$ cat config.mk
export PLATFORM = sky130hd
export DESIGN_NAME = drop_sequencer
export DESIGN_NICKNAME = d
export VERILOG_FILES = /design/src/rtl/drop_sequencer_pkg.sv /design/src/rtl/drop_sequencer_tick.sv /design/src/rtl/drop_sequencer.sv
export SDC_FILE = /design/constraint.sdc
export NUM_CORES = 1
export LEC_CHECK = 0
export CAP_MARGIN = 20
export CORE_ASPECT_RATIO = 0.5
export CORE_UTILIZATION = 49
export CTS_BUF_LIST = sky130_fd_sc_hd__clkbuf_8
export DETAILED_ROUTE_END_ITERATION = 16
export PLACE_DENSITY = 0.78
export SYNTH_ARGS = -nofsm -noshare
export SYNTH_HDL_FRONTEND = slang
export SYNTH_HIERARCHICAL = 1
export SYNTH_SLANG_ARGS = --single-unit
$ cat constraint.sdc
create_clock -name clock -period 1.9 [get_ports clock]
set_clock_uncertainty 0.05 [all_clocks]
set_input_delay 0.19 -clock clock [delete_from_list [all_inputs] [get_ports clock]]
set_output_delay 0.19 -clock clock [all_outputs]
set_load 0.02 [all_outputs]
$ cat src/rtl/drop_sequencer_pkg.sv
// Shared types and constants for the LED catch game drop sequencer.
// Frame memory is 8 rows of 8 columns; one byte per row.
package drop_sequencer_pkg;

   typedef enum logic [2:0] {
      IDLE,
      SPAWN,
      DRAW,
      WAIT,
      CLEAR,
      JUDGE
   } state_t;

   localparam int         ADDR_W     = 6;
   localparam int         DATA_W     = 8;
   localparam int         ROW_STRIDE = 8;
   localparam logic [2:0] ROW_LAST   = 3'd7;

   function automatic logic [ADDR_W-1:0] row_addr(input logic [2:0] row);
      return ADDR_W'(row) * ADDR_W'(ROW_STRIDE);
   endfunction

   function automatic logic [DATA_W-1:0] col_onehot(input logic [2:0] col);
      return DATA_W'(1) << col;
   endfunction

endpackage

$ cat src/rtl/drop_sequencer_tick.sv
// Drop-step timer: counts while enabled, reports the last cycle of a step.
// Cleared whenever a DRAW write is accepted so every step starts fresh.
module drop_tick_counter #(
   parameter int TICK_DIV = 10
) (
   input  logic clock,
   input  logic reset,
   input  logic clear,
   input  logic enable,
   output logic terminal
);

   logic [7:0] tick_cnt;

   always_ff @(posedge clock or posedge reset) begin
      if (reset) begin
         tick_cnt <= 8'd0;
      end else if (clear) begin
         tick_cnt <= 8'd0;
      end else if (enable) begin
         tick_cnt <= tick_cnt + 8'd1;
      end
   end

   assign terminal = (tick_cnt == 8'(TICK_DIV - 1));

endmodule

$ cat src/rtl/drop_sequencer.sv
// Game-play controller: spawns a falling LED, steps it down the frame
// memory one row per drop tick, and judges catch/miss against the paddle.
module drop_sequencer
   import drop_sequencer_pkg::*;
#(
   parameter int TICK_DIV = 10,
   parameter int SCORE_W  = 8
) (
   input  logic               clock,
   input  logic               reset,
   input  logic               start,
   input  logic [2:0]         rand_col,
   input  logic [2:0]         paddle_col,
   output logic               rand_take,
   output logic               wr_valid,
   input  logic               wr_ready,
   output logic [ADDR_W-1:0]  wr_addr,
   output logic [DATA_W-1:0]  wr_data,
   output logic               hit,
   output logic               miss,
   output logic [SCORE_W-1:0] score,
   output logic               busy
);

   state_t     state;
   logic [2:0] row;
   logic [2:0] col;
   logic       stopping;
   logic       accept;
   logic       draw_accept;
   logic       wait_done;

   assign accept      = wr_valid & wr_ready;
   assign draw_accept = (state == DRAW) && accept;
   assign busy        = (state != IDLE);

   drop_tick_counter #(
      .TICK_DIV (TICK_DIV)
   ) u_tick (
      .clock    (clock),
      .reset    (reset),
      .clear    (draw_accept),
      .enable   (state == WAIT),
      .terminal (wait_done)
   );

   // Address and data are loaded once when a write is raised and are left
   // alone until the handshake completes, so they stay stable under stall.
   // A stop request seen on leaving WAIT is remembered so the pending
   // clear still happens and the game then parks in IDLE without judging.
   always_ff @(posedge clock or posedge reset) begin
      if (reset) begin
         state     <= IDLE;
         row       <= 3'd0;
         col       <= 3'd0;
         stopping  <= 1'b0;
         score     <= '0;
         rand_take <= 1'b0;
         wr_valid  <= 1'b0;
         wr_addr   <= '0;
         wr_data   <= '0;
         hit       <= 1'b0;
         miss      <= 1'b0;
      end else begin
         rand_take <= 1'b0;
         hit       <= 1'b0;
         miss      <= 1'b0;
         case (state)
            IDLE: begin
               if (start) begin
                  stopping  <= 1'b0;
                  rand_take <= 1'b1;
                  state     <= SPAWN;
               end
            end
            SPAWN: begin
               col      <= rand_col;
               row      <= 3'd0;
               wr_valid <= 1'b1;
               wr_addr  <= row_addr(3'd0);
               wr_data  <= col_onehot(rand_col);
               state    <= DRAW;
            end
            DRAW: begin
               if (accept) begin
                  wr_valid <= 1'b0;
                  state    <= WAIT;
               end
            end
            WAIT: begin
               if (wait_done) begin
                  stopping <= ~start;
                  wr_valid <= 1'b1;
                  wr_data  <= '0;
                  state    <= CLEAR;
               end
            end
            CLEAR: begin
               if (accept) begin
                  if (stopping) begin
                     wr_valid <= 1'b0;
                     state    <= IDLE;
                  end else if (row == ROW_LAST) begin
                     wr_valid <= 1'b0;
                     state    <= JUDGE;
                  end else begin
                     row      <= row + 3'd1;
                     wr_addr  <= row_addr(row + 3'd1);
                     wr_data  <= col_onehot(col);
                     state    <= DRAW;
                  end
               end
            end
            JUDGE: begin
               if (paddle_col == col) begin
                  hit <= 1'b1;
                  if (score != '1) begin
                     score <= score + SCORE_W'(1);
                  end
               end else begin
                  miss <= 1'b1;
               end
               if (start) begin
                  rand_take <= 1'b1;
                  state     <= SPAWN;
               end else begin
                  state <= IDLE;
               end
            end
            default: state <= IDLE;
         endcase
      end
   end

endmodule

# Word-level counts from Yosys, hierarchy flattened
# Index checks and enable logic that the tools add are counted.
# classes
add_sub_neg	3
multipliers	0
n_div	0
magnitude_cmp	0
n_eq_ne	16
shift	2
mux	38
bitwise_logic	2
reduce_logical	15
# op_table
op	n
two-way mux 8 bit	6
two-way mux 3 bit	9
one-hot mux 8 bit (3 select lines)	1
two-way mux 6 bit	3
one-hot mux 3 bit (6 select lines)	1
adder 8 x 1 -> 8 bit (second input constant)	2
<< shifter 1 x 3 -> 8 bit (first input constant)	2
two-way mux 1 bit	14
!= test 2 bit (second input constant)	6
one-hot mux 6 bit (2 select lines)	1
AND reduction 5 bit	2
== test 3 bit (second input constant)	3
== test 8 x 4 -> 1 bit (second input constant)	1
!= test 8 bit (second input constant)	1
AND reduction 4 bit	2
== test 3 x 2 -> 1 bit (second input constant)	2
one-hot mux 3 bit (2 select lines)	1
AND reduction 3 bit	2
nonzero test 2 bit	3
nonzero test 3 bit	2
one-hot mux 1 bit (4 select lines)	1
nonzero test 4 bit	1
adder 3 x 1 -> 3 bit (second input constant)	1
== test 3 x 1 -> 1 bit (second input constant)	1
other kinds (8)	8
# word_totals
reg_bits	44
latch_bits	0
ramBits	0
mem_bits_ro	0
input_bits	10
output_inout_bits	27
memories	0

# Longest topological paths before layout
# depth
depth_word	5
depth_mapped	8

# By module
# The synthesis kept the hierarchy.
# by_module_without_submodules
module	n_inst	cells_each	area_per_inst_um2	seq_area_each_um2
drop_sequencer	1	159	1659.1	750.7
drop_tick_counter	1	43	430.4	200.2

# Worst setup path after synthesis
# Ideal clock, no wire load.
# synth_path
path_kind	flip-flop to flip-flop
startpoint	register, netlist name wr_addr[3]
endpoint	register wr_addr[3]
setup_time_ns	0.128
arrival_time_ns	1.931
required_ns	1.722
setup_slack_ns	-0.208
stages_incl_launch_ff	6
n_path_buf	0
synth_period_minus_slack_ns	2.108
path_cell_list	dfrtp_1 > ha_1 > ha_1 > or4_4 > a21oi_4 > mux2_1
# synth_rtl
element	line	rtl
end signal, assigned	drop_sequencer.sv:80	wr_addr <= row_addr(3'd0);
end signal, assigned	drop_sequencer.sv:108	wr_addr <= row_addr(row + 3'd1);
end, declared	drop_sequencer.sv:17	output logic [ADDR_W-1:0] wr_addr,

==> flow_summary.html <==
<table>
<tr><th>Metric</th><th>Value</th></tr>
<tr><th colspan="2">Status</th></tr>
<tr><td>Result of the run</td><td>completed</td></tr>
<tr><th colspan="2">Power</th></tr>
<tr><td>Power, Total</td><td>3.22 mW</td></tr>
<tr><td>Part of the power in combinational logic</td><td>0.423</td></tr>
<tr><td>IR Drop Worst-Case VDD</td><td>0.000736 V</td></tr>
<tr><td>Static power due to leakage</td><td>1.21 nW</td></tr>
<tr><td>Reg power frac</td><td>0.399</td></tr>
<tr><td>Power Internal</td><td>2.01 mW</td></tr>
<tr><td>Power density over the cells</td><td>roughly 1100 nW/um2</td></tr>
<tr><td>Switching power as a share of total power</td><td>0.376</td></tr>
<tr><td>Clock network fraction of total power</td><td>0.178</td></tr>
<tr><td>Switching power total</td><td>1.21 mW</td></tr>
<tr><th colspan="2">Die</th></tr>
<tr><td>Number of top-level pins</td><td>37</td></tr>
<tr><td>Initial core utilization</td><td>0.524</td></tr>
<tr><td>CORE AREA</td><td>3980 um2</td></tr>
<tr><td>Horiz. Die Dim</td><td>~94 um</td></tr>
<tr><td>DIE AREA</td><td>4550 um2</td></tr>
<tr><td>Cell Rows</td><td>16</td></tr>
<tr><td>Height of the chip</td><td>48.2 um</td></tr>
<tr><th colspan="2">Finish</th></tr>
<tr><td>Area of the multi-input gates</td><td>about 1100 um2</td></tr>
<tr><td>Layout cell share with drive strength beyond 1</td><td>0.236</td></tr>
<tr><td>Final Net Count</td><td>~280</td></tr>
<tr><td>Antenna diode count</td><td>0</td></tr>
<tr><td>Register Area</td><td>roughly 960 um2</td></tr>
<tr><td>Area Growth Syn to Fin</td><td>35.4%</td></tr>
<tr><td>Post-route insts no fill</td><td>317</td></tr>
<tr><td>FILL cells</td><td>310</td></tr>
<tr><th colspan="2">Routing</th></tr>
<tr><td>Detail-routed via count per cell</td><td>5.41</td></tr>
<tr><td>Total length of routed wires</td><td>~4.6 mm</td></tr>
<tr><td>Per-cell routed wire length</td><td>14.4 um</td></tr>
<tr><td>Drt first pass iters</td><td>4</td></tr>
<tr><td>Via count of the routed design</td><td>between 1500 and 2000</td></tr>
<tr><td>Post-detailed-route count of antenna-violating nets</td><td>0</td></tr>
<tr><td>Drc violations</td><td>0</td></tr>
<tr><td>Violation count after the first detailed-routing iteration</td><td>94</td></tr>
<tr><th colspan="2">STA</th></tr>
<tr><td>Tmin final</td><td>approximately 1900 ps</td></tr>
<tr><td>Tcrit/Tclk final</td><td>0.981</td></tr>
<tr><td>Setup repair after global routing missed its margin</td><td>yes</td></tr>
<tr><td>Hold Fails Final Rpt</td><td>0</td></tr>
<tr><td>Number of failing setup endpoints in the final timing report</td><td>0</td></tr>
<tr><td>Min Hold Slack</td><td>130 ps</td></tr>
<tr><td>Final-report max-slew violation count</td><td>0</td></tr>
<tr><td>Max frequency</td><td>0.537 GHz</td></tr>
<tr><th colspan="2">Clocking</th></tr>
<tr><td>Clock latency of the later-clocked register in the worst-skew pair</td><td>280 ps</td></tr>
<tr><td>Clk root buf</td><td>sky130_fd_sc_hd__clkbuf_8</td></tr>
<tr><td>Number of buffers created by CTS</td><td>5</td></tr>
<tr><td>CTS H-Tree Depth</td><td>2</td></tr>
<tr><td>Clk pin slew, worst setup/hold paths</td><td>70 ps</td></tr>
<tr><td>Clock tree from TritonCTS</td><td>yes</td></tr>
<tr><td>Max Buffers Root-to-Sink</td><td>2</td></tr>
<tr><td>CTS hold repair buffers</td><td>0</td></tr>
<tr><td>Sinks on the clock net</td><td>38</td></tr>
<tr><th colspan="2">Min path</th></tr>
<tr><td>Class of the most critical hold timing path</td><td>input pin to asynchronous set/reset pin</td></tr>
<tr><th colspan="2">Critical path</th></tr>
<tr><td>Startpoint type of the worst setup path</td><td>flip-flop</td></tr>
<tr><td>Kind of critical path</td><td>flip-flop to flip-flop</td></tr>
<tr><td>Critical path endpoint category</td><td>flip-flop</td></tr>
<tr><td>CP max FO</td><td>3</td></tr>
<tr><td>Highest-delay cell along the critical path</td><td>sky130_fd_sc_hd__dfrtp_2</td></tr>
<tr><td>Slowest stage delay, CP</td><td>roughly 430 ps</td></tr>
<tr><td>Data arrival time of the critical path</td><td>1990 ps</td></tr>
<tr><td>Data required time of the critical path</td><td>2020 ps</td></tr>
<tr><td>Most frequent cell on the critical path</td><td>sky130_fd_sc_hd__ha_4</td></tr>
<tr><td>Cell-by-cell listing of the critical path</td><td>ha_4, ha_4, or4_4, a21oi_4, mux2_4</td></tr>
<tr><th colspan="2">Synth</th></tr>
<tr><td>Proportion of synthesized flip-flops having asynchronous set or reset</td><td>1.00</td></tr>
<tr><td>List of most frequent post-synthesis cells</td><td>sky130_fd_sc_hd__dfrtp_1 (38), sky130_fd_sc_hd__nor2_1 (13), sky130_fd_sc_hd__o21ai_0 (13)</td></tr>
<tr><td>Largest family of logic cells by synthesized area</td><td>simple AND/OR/NAND/NOR gates</td></tr>
<tr><td>Most frequently used cell type in the post-synthesis netlist</td><td>sky130_fd_sc_hd__dfrtp_1</td></tr>
<tr><td>Combined area of all synthesized cells</td><td>2090 um2</td></tr>
<tr><td>Yosys warning count</td><td>6</td></tr>
<tr><td>Sequential share of the synthesized area</td><td>0.455</td></tr>
<tr><td>XOR/XNOR Fraction of Synth Area</td><td>0.0461</td></tr>
<tr><td>Cell type with the highest aggregate area in the netlist</td><td>sky130_fd_sc_hd__dfrtp_1</td></tr>
<tr><td>Register bit count reported by yosys</td><td>38</td></tr>
<tr><td>Main flop type after synthesis</td><td>sky130_fd_sc_hd__dfrtp_1</td></tr>
<tr><td>Compound-Gate Fraction of Synth Area</td><td>0.149</td></tr>
<tr><td>Adder-cell share of the synthesized area</td><td>0.0359</td></tr>
<tr><td>Top cell type's share of synthesized area</td><td>0.455</td></tr>
<tr><td>Fraction of the mapped netlist area in simple logic gates</td><td>0.221</td></tr>
<tr><td>Largest cells by area after synthesis</td><td>sky130_fd_sc_hd__dfrtp_1 (46%), sky130_fd_sc_hd__ha_1 (3.6%), sky130_fd_sc_hd__a22o_1 (3.4%)</td></tr>
<tr><td>Number of different library cells in the post-synthesis netlist</td><td>45</td></tr>
<tr><td>Number of enable-type register cells in the synthesized netlist</td><td>0</td></tr>
<tr><td>Count of mapped cells out of synthesis</td><td>202</td></tr>
<tr><td>Per-instance average area after synthesis</td><td>between 10 and 15 um2</td></tr>
<tr><td>Multiplexer area fraction after synthesis</td><td>0.0419</td></tr>
<tr><th colspan="2">GRT</th></tr>
<tr><td>Largest net degree at the start of global routing</td><td>31</td></tr>
<tr><td>Vias in the first global route</td><td>roughly 1600</td></tr>
<tr><td>Initial antenna violation count</td><td>0</td></tr>
<tr><td>Wire length of the first global-routing pass</td><td>7.35 mm</td></tr>
<tr><td>GRT Util Overall</td><td>0.218</td></tr>
<tr><td>GRT Residual Overflow</td><td>0</td></tr>
<tr><th colspan="2">Job</th></tr>
<tr><td>MaxCap Viol Count</td><td>0</td></tr>
<tr><th colspan="2">Place</th></tr>
<tr><td>Number of buffer cells added on primary ports</td><td>33</td></tr>
<tr><td>Detailed-placement wirelength estimate</td><td>3.38 mm</td></tr>
<tr><td># placed instances</td><td>308</td></tr>
<tr><td>Routability cong.</td><td>0.916</td></tr>
</table>
## worst paths after layout
path                            startpoint                  to  slack, ps  cells past startpoint
worst max-delay path            wr_addr[4]          wr_addr[3]         40                      5
worst min-delay path                 reset  u_tick/tick_cnt[5]        130                      2
worst max register to register  wr_addr[4]          wr_addr[3]         40                      5
worst min register to register  wr_data[4]          wr_data[4]        460                      1
max in group asynchronous            reset            state[2]       1240                      3
min in group clock              wr_data[4]          wr_data[4]        460                      1
## sequential cells by signal (all words and copies together) (netlist names)
name	cells
wr_data	8
score	8
wr_addr	3
wr_valid	1
stopping	1
col	3
state	3
miss	1
hit	1
u_tick/tick_cnt	8
rand_take	1
## repair_timing
action	4_1_cts	5_1_grt
resized for setup	4	8
pin swaps	1	2
hold endpoints to repair	0	0
setup endpoints to repair	7	13
buffers inserted	0	1
## worst max-delay path, delay by kind of cell, from the launching register on
family                     cells  cell delay [ps]
DFF                            1              430
and+or+nand+nor                1              430
adders and majority gates      2              340
muxes                          1              310
AOI/OAI and AO/OA              1              190
## power by group through the flow
stage	sequential (mW)	combinational [mW]	clock (mW)
after global placement	1.26	1.29	0
after CTS	1.27	1.34	0.582
after floorplan	1.35	0.750	0
after global routing	1.32	1.49	0.620
after detailed placement	1.28	1.34	0
final	1.28	1.36	0.571
## cells in the final DEF, fill, tap and decap left out, types with 5 or more instances in the layout
cell type                         netlist  routed
sky130_fd_sc_hd__nand2_1               12      12
sky130_fd_sc_hd__clkbuf_8               0       6
sky130_fd_sc_hd__nand3_1               11      11
sky130_fd_sc_hd__clkdlybuf4s50_1        0      32
sky130_fd_sc_hd__inv_1                  8       8
sky130_fd_sc_hd__dfrtp_2                0       5
sky130_fd_sc_hd__and3_1                 6       6
sky130_fd_sc_hd__o21ai_0               13      13
sky130_fd_sc_hd__a21oi_1                9       9
sky130_fd_sc_hd__nand2b_1               7       6
sky130_fd_sc_hd__a22o_1                 8       8
sky130_fd_sc_hd__or3_1                  5       5
sky130_fd_sc_hd__nor2_1                13      12
sky130_fd_sc_hd__buf_4                  4      27
sky130_fd_sc_hd__xor2_1                 7       7
sky130_fd_sc_hd__dfrtp_1               38      33
## cells by family (layout without fill, tap and decap cells)
| kind of cell | Yosys count | count (layout) |
|---|---|---|
| other | 1 | 3 |
| adders and majority gates | 6 | 6 |
| xor gates and xnor gates | 11 | 11 |
| buffers and inverters | 19 | 78 |
| and+or+nand+nor | 76 | 76 |
| DFF | 38 | 38 |
| muxes | 8 | 8 |
| AOI/OAI and AO/OA | 43 | 43 |
## cell type report
| type | instances | share of cell area |
|---|---|---|
| clock buffers | 6 | 0.0292 |
| clock inverters | 2 | 0.00442 |
| inverters | 8 | 0.0106 |
| multi-input cells | 147 | 0.398 |
| flip-flops and latches | 38 | 0.338 |
| well taps | 54 | 0.0239 |
| repair buffers | 62 | 0.196 |
## metrics by stage
step | util | area [um2] | setup WS, ps | setup TNS [ps]
2_1_floorplan | - | 2150 | -32.2 | -32.2
3_3_place_gp | 0.673 | 2680 | -66.6 | -160
3_5_place_dp | 0.673 | 2680 | -108 | -295
4_1_cts | 0.698 | 2780 | 7.78 | 0
5_1_grt | 0.710 | 2830 | -27.4 | -75.6
6_report | 0.710 | 2830 | 36.5 | 0
## layer usage
metal,vias to the layer above,part of all wire,GRT usage
li1,847,-,-
met1,830,0.45,0.267
met2,37,0.51,0.396
met3,2,0.042,0.0545
met4,0,0.0018,0.0708
met5,-,0,0
No activity file was read; power rests on OpenSTA's default activity.
